File: config.mk
export PLATFORM = sky130hd
export DESIGN_NAME = fft8_stream_ctrl
export DESIGN_NICKNAME = d
export VERILOG_FILES = /design/src/rtl/fft8_stream_ctrl.sv
export SDC_FILE = /design/constraint.sdc
export NUM_CORES = 1
export LEC_CHECK = 0
export BUFFER_PORTS_ARGS = -buffer_cell sky130_fd_sc_hd__buf_2
export CORE_AREA = 2 2 153 155
export DETAILED_ROUTE_END_ITERATION = 10
export DIE_AREA = 0 0 155 157
export PLACE_DENSITY = 0.8
export SYNTH_ARGS = -nofsm -noshare
export SYNTH_HDL_FRONTEND = slang
export SYNTH_SLANG_ARGS = --single-unit
export TNS_END_PERCENT = 30
File: constraint.sdc
create_clock -name clk -period 12.7 [get_ports clk]
set_input_delay 1.905 -clock clk [delete_from_list [all_inputs] [get_ports clk]]
set_output_delay 1.905 -clock clk [all_outputs]
set_load 0.1 [all_outputs]
File: src/rtl/fft8_stream_ctrl.sv
// Streaming wrapper around a combinational 8-point FFT core: collects one frame of
// samples (zero-padding after an early s_last), captures the bins, then streams them out.
module fft8_stream_ctrl #(
    parameter int DATA_W = 8,
    parameter int NPT    = 8
) (
    input  logic                  clk,
    input  logic                  rst_n,
    input  logic                  s_valid,
    output logic                  s_ready,
    input  logic [DATA_W-1:0]     s_real,
    input  logic [DATA_W-1:0]     s_imag,
    input  logic                  s_last,
    output logic [NPT*DATA_W-1:0] core_in_real,
    output logic [NPT*DATA_W-1:0] core_in_imag,
    input  logic [NPT*DATA_W-1:0] core_out_real,
    input  logic [NPT*DATA_W-1:0] core_out_imag,
    output logic                  m_valid,
    input  logic                  m_ready,
    output logic [DATA_W-1:0]     m_real,
    output logic [DATA_W-1:0]     m_imag,
    output logic [2:0]            m_index,
    output logic                  m_last,
    output logic                  busy,
    output logic [15:0]           frame_cnt
);

    typedef enum logic [1:0] {
        LOAD    = 2'd0,
        CAPTURE = 2'd1,
        UNLOAD  = 2'd2
    } state_t;

    state_t state, state_nx;

    logic [2:0]        wr_idx;
    logic [2:0]        rd_idx;
    logic [DATA_W-1:0] in_re  [NPT];
    logic [DATA_W-1:0] in_im  [NPT];
    logic [DATA_W-1:0] out_re [NPT];
    logic [DATA_W-1:0] out_im [NPT];

    logic s_xfer;
    logic m_xfer;
    logic in_done;

    assign s_xfer  = (state == LOAD) && s_valid;
    assign m_xfer  = (state == UNLOAD) && m_ready;
    assign in_done = s_xfer && (s_last || (wr_idx == 3'(NPT - 1)));

    always_ff @(posedge clk) begin
        if (!rst_n) begin
            state <= LOAD;
        end else begin
            state <= state_nx;
        end
    end

    always_comb begin
        state_nx = state;
        case (state)
            LOAD:    if (in_done) state_nx = CAPTURE;
            CAPTURE: state_nx = UNLOAD;
            UNLOAD:  if (m_xfer && (rd_idx == 3'(NPT - 1))) state_nx = LOAD;
            default: state_nx = LOAD;
        endcase
    end

    always_ff @(posedge clk) begin
        if (!rst_n) begin
            wr_idx    <= '0;
            rd_idx    <= '0;
            frame_cnt <= '0;
            for (int unsigned i = 0; i < NPT; i++) begin
                in_re[i]  <= '0;
                in_im[i]  <= '0;
                out_re[i] <= '0;
                out_im[i] <= '0;
            end
        end else begin
            case (state)
                LOAD: begin
                    if (s_xfer) begin
                        // early s_last clears every slot above the one being written
                        for (int unsigned i = 0; i < NPT; i++) begin
                            if (3'(i) == wr_idx) begin
                                in_re[i] <= s_real;
                                in_im[i] <= s_imag;
                            end else if (s_last && (3'(i) > wr_idx)) begin
                                in_re[i] <= '0;
                                in_im[i] <= '0;
                            end
                        end
                        wr_idx <= wr_idx + 3'd1;
                    end
                end
                CAPTURE: begin
                    for (int unsigned i = 0; i < NPT; i++) begin
                        out_re[i] <= core_out_real[DATA_W*i +: DATA_W];
                        out_im[i] <= core_out_imag[DATA_W*i +: DATA_W];
                    end
                    wr_idx <= '0;
                end
                UNLOAD: begin
                    if (m_xfer) begin
                        if (rd_idx == 3'(NPT - 1)) begin
                            rd_idx    <= '0;
                            frame_cnt <= frame_cnt + 16'd1;
                        end else begin
                            rd_idx <= rd_idx + 3'd1;
                        end
                    end
                end
                default: ;
            endcase
        end
    end

    always_comb begin
        core_in_real = '0;
        core_in_imag = '0;
        for (int unsigned i = 0; i < NPT; i++) begin
            core_in_real[DATA_W*i +: DATA_W] = in_re[i];
            core_in_imag[DATA_W*i +: DATA_W] = in_im[i];
        end
    end

    assign s_ready = (state == LOAD);
    assign m_valid = (state == UNLOAD);
    assign m_real  = m_valid ? out_re[rd_idx] : '0;
    assign m_imag  = m_valid ? out_im[rd_idx] : '0;
    assign m_index = m_valid ? rd_idx : '0;
    assign m_last  = m_valid && (rd_idx == 3'(NPT - 1));
    assign busy    = !((state == LOAD) && (wr_idx == '0));

endmodule
# After elaboration in Yosys (flattened, before gate mapping)

Memories as Yosys holds them, arrays and structs flattened. A register that Yosys moved wholly into a read port is not among the register bits.
Index checks and enable logic that the tools add are counted.

Flip-flop bits (word level): 24
Bits in writable memories: 256
Input port bits: 149
Output and inout bits: 167
Logic and storage cells: 257
Memories: 4

Add/sub/neg operators: 3
Order comparisons: 8
Eq/ne operators: 14
Mux-type cells: 153
Bitwise gates (word level): 48
Reductions and logical operators: 23

Memory list:

| name   | depth | bits a word | read ports | clocked after Yosys merged registers in | write ports | line | text |
|---|---|---|---|---|---|---|---|
| in_im  | 8     | 8           | 8          | 0                                       | 8           | 39   | `logic [DATA_W-1:0] in_im [NPT];` |
| in_re  | 8     | 8           | 8          | 0                                       | 8           | 38   | `logic [DATA_W-1:0] in_re [NPT];` |
| out_im | 8     | 8           | 1          | 1                                       | 8           | 41   | `logic [DATA_W-1:0] out_im [NPT];` |
| out_re | 8     | 8           | 1          | 1                                       | 8           | 40   | `logic [DATA_W-1:0] out_re [NPT];` |

Operators by type and width:

| cell                                                 | count |
|---|---|
| 2-to-1 mux 8 bit                                     | 50 |
| 2-to-1 mux 1 bit                                     | 92 |
| bitwise OR 1 bit                                     | 48 |
| 2-to-1 mux 3 bit                                     | 7 |
| adder 16 x 1 -> 16 bit (second input constant)       | 1 |
| logical AND 1 bit                                    | 14 |
| equality test 3 bit (first input constant)           | 4 |
| > comparator 3 bit (first input constant)            | 4 |
| adder 3 x 1 -> 3 bit (second input constant)         | 2 |
| equality test 2 x 3 -> 1 bit (first input constant)  | 2 |
| equality test 3 bit (second input constant)          | 2 |
| > comparator 1 x 3 -> 1 bit (first input constant)   | 2 |
| > comparator 2 x 3 -> 1 bit (first input constant)   | 2 |
| != test 2 x 1 -> 1 bit (second input constant)       | 3 |
| case mux 2 bit (3 select lines)                      | 1 |
| case mux 3 bit (2 select lines)                      | 1 |
| AND reduction 2 bit                                  | 3 |
| 2-to-1 mux 2 bit                                     | 2 |
| equality test 1 x 3 -> 1 bit (first input constant)  | 1 |
| logical NOT 3 bit                                    | 1 |
| AND reduction 3 bit                                  | 1 |
| equality test 2 x 1 -> 1 bit (second input constant) | 1 |
| equality test 2 bit (second input constant)          | 1 |
| logical NOT 2 bit                                    | 1 |
| other kinds (3)                                      | 3 |

# Depth between registers and ports, before layout

Gate-level depths: netlist of run 1.

Depth in word-level cells: 9
Gate-level depth with buffers: 8

# Worst setup path after synthesis of run 1

Ideal clock, no wire load.

Path type: register to register
Start: register state[1]
End: memory out_im[0][0], enable pin
Library setup time: 792 ps
Data arrival time: 9,502 ps
Setup slack: 2,406 ps
Cell stages (with the launch flop): 3
Path buffers: 1
Period minus slack after synthesis: 10,294 ps
Cell sequence: dfxtp_1 > buf_2 > o21ai_0

RTL lines:

| item                     | line | text |
|---|---|---|
| start: declaration       | 34   | `state_t state, state_nx;` |
| start signal: assignment | 55   | `state <= state_nx;` |
| end: declaration         | 41   |  |

==> metrics, run 1 <==
warnings from Yosys 0; mapped cell area around 12000 um2; arrival time worst endpoint 4.79 ns; RD Place Congestion roughly 0.81; crit-path max FO just under 50; slew at the pin closest to its max-slew limit about 1.1 ns; Syn-to-layout area delta 23.9%; Iter 0 DRT Violations just over 400; Rows 55; hold endpoint frame_cnt[15]; Fillers ~1600; worst rel slew slack between 20% and 30%; average vias per placed instance between 5 and 6; R2R cell count 5; Die W 155 um; classification of the worst setup path input pin to flop; DRC Markers 0; Startpoint Class input pin; syn_nets about 950; H-tree levels 1; chip height ~160 um; clock sink count ~280; worst r2r src wr_idx[1]; f_max between 200 and 250 MHz; first-pass GRT wire length between 40 and 50 mm; CTS clk-pin slew, worst paths roughly 0.06 ns; post-synthesis sequential area ratio 69.3%; hpwl dp between 15 and 20 mm; clock latency on the worst-skew pair 0.55 ns; Synth Instances a little under 800; PnR worst setup slack approximately 8 ns; hold buffers post-CTS 0; TritonRoute pass-1 iters 5; port bufs about 320; DR WL/cell just under 20 um; dpl ws 7.37 ns; Post-DP Area around 14000 um2; M1 WL approximately 11 mm; Num CTS Buffers 29; Post-DRT Antenna Nets 0; max-slew violations 0; Yosys reg bits ~280; Hold WC Path Type flop to flop; Hold Crit Depth 2; die area roughly 24000 um2; via count between 7000 and 8000; Starting Density a little over half; met2 WL between 10 and 15 mm; endpoint class of the critical path flop; largest cells by area after synthesis edfxtp_1 (65%), and2_1 (13%), mux4_2 (6.1%); WP data required around 13 ns; total leakage power slightly above 0.006 uW; smallest hold slack approximately 0.47 ns; Final TNS setup 0 ns; Final Setup Violations 0; layout cells sized above 1 about 36%; PwrDens about 160 nW/um2; Mapped Avg Cell Area between 10 and 15 um2; IO Pins between 300 and 400; final worst path period need between 4 and 5 ns; cell taking the most area after synthesis edfxtp_1; initial antenna violation count 12; clock skew between 0.01 and 0.015 ns; all-layer global routing usage 22.4%; TritonCTS clock tree done; MaxCap Viol Count 0; cts repair resizes 0; Total Nets Final 1267; final worst path period share around 37%; largest net degree at the start of global routing 97; status finished clean; setup repair bufs after CTS 0; highest routed layer met5; RSZ-0062 raised after global routing no; Worst R2R Setup Slack roughly 9.7 ns; Clock Path Buffers 3; vias in the first global route approximately 7500; Worst R2R End in_re[1][23]; clock root buffer clkbuf_16; met3 WL post-DR 2.00 mm; Core ar. 22500 um2; post-synth cell types 42; Hold Crit Start frame_cnt[15]; final WL approximately 28 mm; grt ovf 0; Fin. Hold Viols 0; top-area cell type share of the netlist area roughly two thirds; post-route cell area ~15000 um2; peak supply drop 113 uV
-- worst max path at each step --
stage / start / to / slack [ns] / cells past startpoint
3_3_place_gp: rst_n / in_im[1][18] / 7.60 / 4
3_5_place_dp: rst_n / in_im[1][21] / 7.37 / 4
2_1_floorplan: state[1] / out_im[0][0] / 2.41 / 2
4_1_cts: rst_n / in_im[1][16] / 7.97 / 4
5_1_grt: rst_n / in_im[1][16] / 7.57 / 4
6_report: rst_n / in_re[1][23] / 8.02 / 4
-- cell usage in the layout (no fill, tap or decap), types with 12 or more instances in the layout --
cell type	instances
a21oi_1	13
and2_1	256
buf_2	315
buf_4	12
clkbuf_16	29
dfxtp_1	26
edfxtp_1	256
mux2i_1	18
mux4_2	32
nand2_1	17
nor2_1	36
-- synthesized netlist by cell type --
cell type,n
clkbuf_2,3
nor3_4,1
nor2_1,36
nand3b_1,2
nor4_1,3
o21ai_0,12
mux2i_1,18
xor2_1,6
and2_1,256
nand3_1,6
and3_1,6
buf_6,1
clkbuf_1,30
or3_1,5
and4b_1,1
a21o_1,2
nor2_2,1
inv_1,11
nor3b_2,1
nand4b_4,1
buf_2,6
ha_1,7
buf_1,3
nor3_2,3
a31oi_1,3
nand4b_1,1
xnor2_1,4
nand4_1,7
nor3b_1,1
mux4_2,32
a21oi_1,13
edfxtp_1,256
or3_4,1
nand3_2,1
dfxtp_1,27
o31ai_1,1
a22oi_1,3
nor4b_1,1
nor3_1,3
nand2_1,17
nand2b_1,3
and4_1,1
-- report_power, final --
part	internal, uW	switching, uW	leakage (uW)	total [uW]
combinational	65.2	303	0.00275	369
sequential	1080	18.1	0.00291	1090
clock	501	349	0.000465	850
-- layer usage --
layer / GRT usage (%) / vias to the layer above
met1: 27.3 / 3562
met4: 8.99 / 2
met5: 0 / -
li1: - / 3500
met2: 39.5 / 338
met3: 4.27 / 65
-- critical path, stage by stage --
cell and delay (ns):
buf_2 0.62, inv_1 0.61, a31oi_1 0.92, nand2_1 0.71
-- logic make-up (layout without fill, tap and decap cells) --
group	count (synthesis)	count (layout)	synth area share, %
compound gates	34	34	1.59
xor+xnor	10	10	0.737
fa+ha+maj	7	7	0.737
buf+inv	54	392	1.86
flops	283	283	69.3
mux	50	50	7.58
other cells	0	11	0
simple gates	358	358	18.2
-- area by class of cell --
class                      count  area, um2  share of cell area, %
sequential                   283       8230                   55.9
clock buffer                  35        748                   5.08
clock inverter                19        201                   1.37
inverter                      11       41.3                  0.280
multi-input combinational    459       3450                   23.4
timing repair buffer         327       1670                   11.3
tap                          285        357                   2.42
antenna                       11       27.5                  0.187
-- flip-flops by register name, summed over array words and instances (netlist names), named ones only --
name,flops
out_im,64
rd_idx,3
in_im,64
out_re,64
frame_cnt,16
in_re,64
wr_idx,3
state,2
-- per-stage QoR --
stage               instances  utilization, %  total power [uW]
floorplan                 796               -              1410
global placement         1365            61.1              1480
detailed placement       1365            61.1              1480
CTS                      1419            65.3              2330
global route             1429            65.4              2380
finish                   1430            65.4              2310
Note: power is estimated with default switching activity, not from simulation.
==> inputs of run 2 (changes only) <==
Settings changed: CORE_AREA 2 2 153 155 to 2 2 161 163, DIE_AREA 0 0 155 157 to 0 0 163 165, PLACE_DENSITY 0.8 to 0.76.
Clock period 12.7 ns to 4.1 ns, I/O delays scaled along.
==> run 2 against run 1 <==
  * Sequential power rose to 3.1 times the previous value
  * Combinational power rose to 3.1 times the previous value
  * Non-clock buffer count rose by 2
  * Core utilization fell by 6.2 points
  * Die area rose by 11%
  * Count of clock-buffer cells in the layout fell by 2
  * Largest cell class unchanged
  * Highest routed layer is now met4
==> metrics, run 2 (synthesis gave the netlist of run 1 again) <==
IO Pins 316 (unchanged); Sw Ratio 29.0% (+0.032 points); Clock Path Buffers 3 (unchanged); commonest non-fill, non-tap cell in the layout buf_2; Storage cell area 8230 um2 (unchanged); f_max about 300 MHz; Die W 163 um (+5.2%); Iter 0 DRT Violations 599 (+46%); clock power share 37.4% (+0.6 points); WP data required 3.48 ns (-9.33 ns); Total Nets Final 1270 (+0.24%); status finished clean; chip height 165 um (+5.1%); MaxCap Viol Count 0 (unchanged); CTS clk-pin slew, worst paths 0.07 ns (about the same); placed cells 1412 (+3.4%); total leakage power 0.00616 uW (+0.52%); all-layer global routing usage 19.9% (-2.5 points); Fin. Hold Viols 0 (unchanged); final worst path period need 3.31 ns; cts repair resizes 0 (unchanged); H-tree levels 1 (unchanged); crit-path max FO 18 (-63%); Sw Pwr 2100 uW (+210%); Post-DRT Antenna Nets 0 (unchanged); clock sink count 283 (unchanged); vias in the first global route 7331 (-2.3%); TritonRoute pass-1 iters 5 (unchanged); Fillers 1939 (+21%); layout cells sized above 1 36.7% (+0.31 points); Startpoint Class flop; hold buffers post-CTS 0 (unchanged); peak supply drop 363 uV (+220%); Final Non-Filler Cells 1472 (+2.9%); worst rel slew slack 22.5% (-3.6 points); hpwl dp 19.0 mm (-1.2%); endpoint class of the critical path output port; final WL 27.0 mm (-2.5%); classification of the worst setup path flop to output port; max-slew violations 0 (unchanged); Internal 5130 uW (+210%); Num CTS Buffers 30 (+3.4%); multi-input logic area 3450 um2 (unchanged); Syn-to-layout area delta 24.9%; Core ar. 25000 um2 (+11%); largest net degree at the start of global routing 129 (+33%); DR WL/cell 18.4 um (-5.3%); combinational fraction of design power 15.8% (about the same); RD Place Congestion 0.822 (+1.3%); average vias per placed instance 5.05 (-3.3%); setup repair bufs after CTS 0 (unchanged); Final TNS setup 0 ns (unchanged); die area 26900 um2 (+11%); port bufs 315 (unchanged); PwrDens 487 nW/um2 (+210%); Rows 58 (+5.5%); Hold WC Path Type input pin to flop; clock latency on the worst-skew pair 0.56 ns (about the same); commonest cells after routing, fill and taps aside buf_2 (315), and2_1 (256), edfxtp_1 (256), nor2_1 (36), mux4_2 (32); DRC Markers 0 (unchanged); final core occ 59.3% (-6.2 points); arrival time worst endpoint 2.70 ns (-2.09 ns); slew at the pin closest to its max-slew limit 1.16 ns (+0.0537 ns); Final Setup Violations 0 (unchanged); first-pass GRT wire length 40.5 mm (-2.6%); clock skew 0.0203 ns (+0.00813 ns); final worst path period share between 80% and 90%; Starting Density 47.4% (-5.3 points); TritonCTS clock tree done; initial antenna violation count 4 (-8); RSZ-0062 raised after global routing no; clock root buffer clkbuf_16; via count 7430 (-0.50%); Reg power frac 46.9% (-0.4 points); grt ovf 0 (unchanged)
## run 2: cell count changes in the layout (fill, tap and decap cells not counted), moves of 2 or more
cell        delta
clkinvlp_4     +2
clkinv_1       +2
clkbuf_1       -3
diode_2        -7
## run 2: worst paths after layout
kind                                         from  cells after the start  slack (ns)            end
worst max-delay path                     state[1]                      3        0.79      m_imag[1]
worst min-delay path            core_out_imag[25]                      2        0.33   out_im[3][1]
worst min register to register      frame_cnt[13]                      2        0.47  frame_cnt[13]
worst max register to register          wr_idx[0]                      7        1.64   in_im[1][18]
## run 2: stage by stage
step	setup slack (ns)	total power, uW	hold WS, ns	instance area [um2]
after global routing	0.614	7460	0.320	14800
after detailed placement	1.35	4600	0.468	13800
final	0.788	7230	0.331	14800
after global placement	1.36	4580	0.460	13800
after CTS	0.734	7290	0.308	14800
after floorplan	0.345	4340	0.463	11900
## run 2: metal layers
metal  GRT usage [%]  vias up  share of wire (%)
li1                -     3500                  -
met4            7.48        0                3.0
met5               0        -                  0
met1            25.3     3548                 39
met2            34.5      327                 51
met3            3.16       55                6.9
## run 2: critical path, stage by stage (launching register included)
cell and delay (ns):
dfxtp_1 0.74, nand2b_1 0.65, nor2_1 0.29, buf_2 0.46
## run 2: power by group through the flow
stage	clock network [uW]	logic, uW	registers, uW
2_1_floorplan	0	243	4090
3_3_place_gp	0	1140	3440
3_5_place_dp	0	1150	3450
4_1_cts	2750	1150	3390
5_1_grt	2870	1190	3400
6_report	2700	1140	3390
## run 2: area by class of cell
class                      instances  share of cell area (%)
clock inverter                    23                    1.57
inverter                          11                   0.278
sequential                       283                    55.5
multi-input combinational        459                    23.3
clock buffer                      33                    5.14
antenna                            4                  0.0675
tap                              330                    2.78
timing repair buffer             329                    11.4
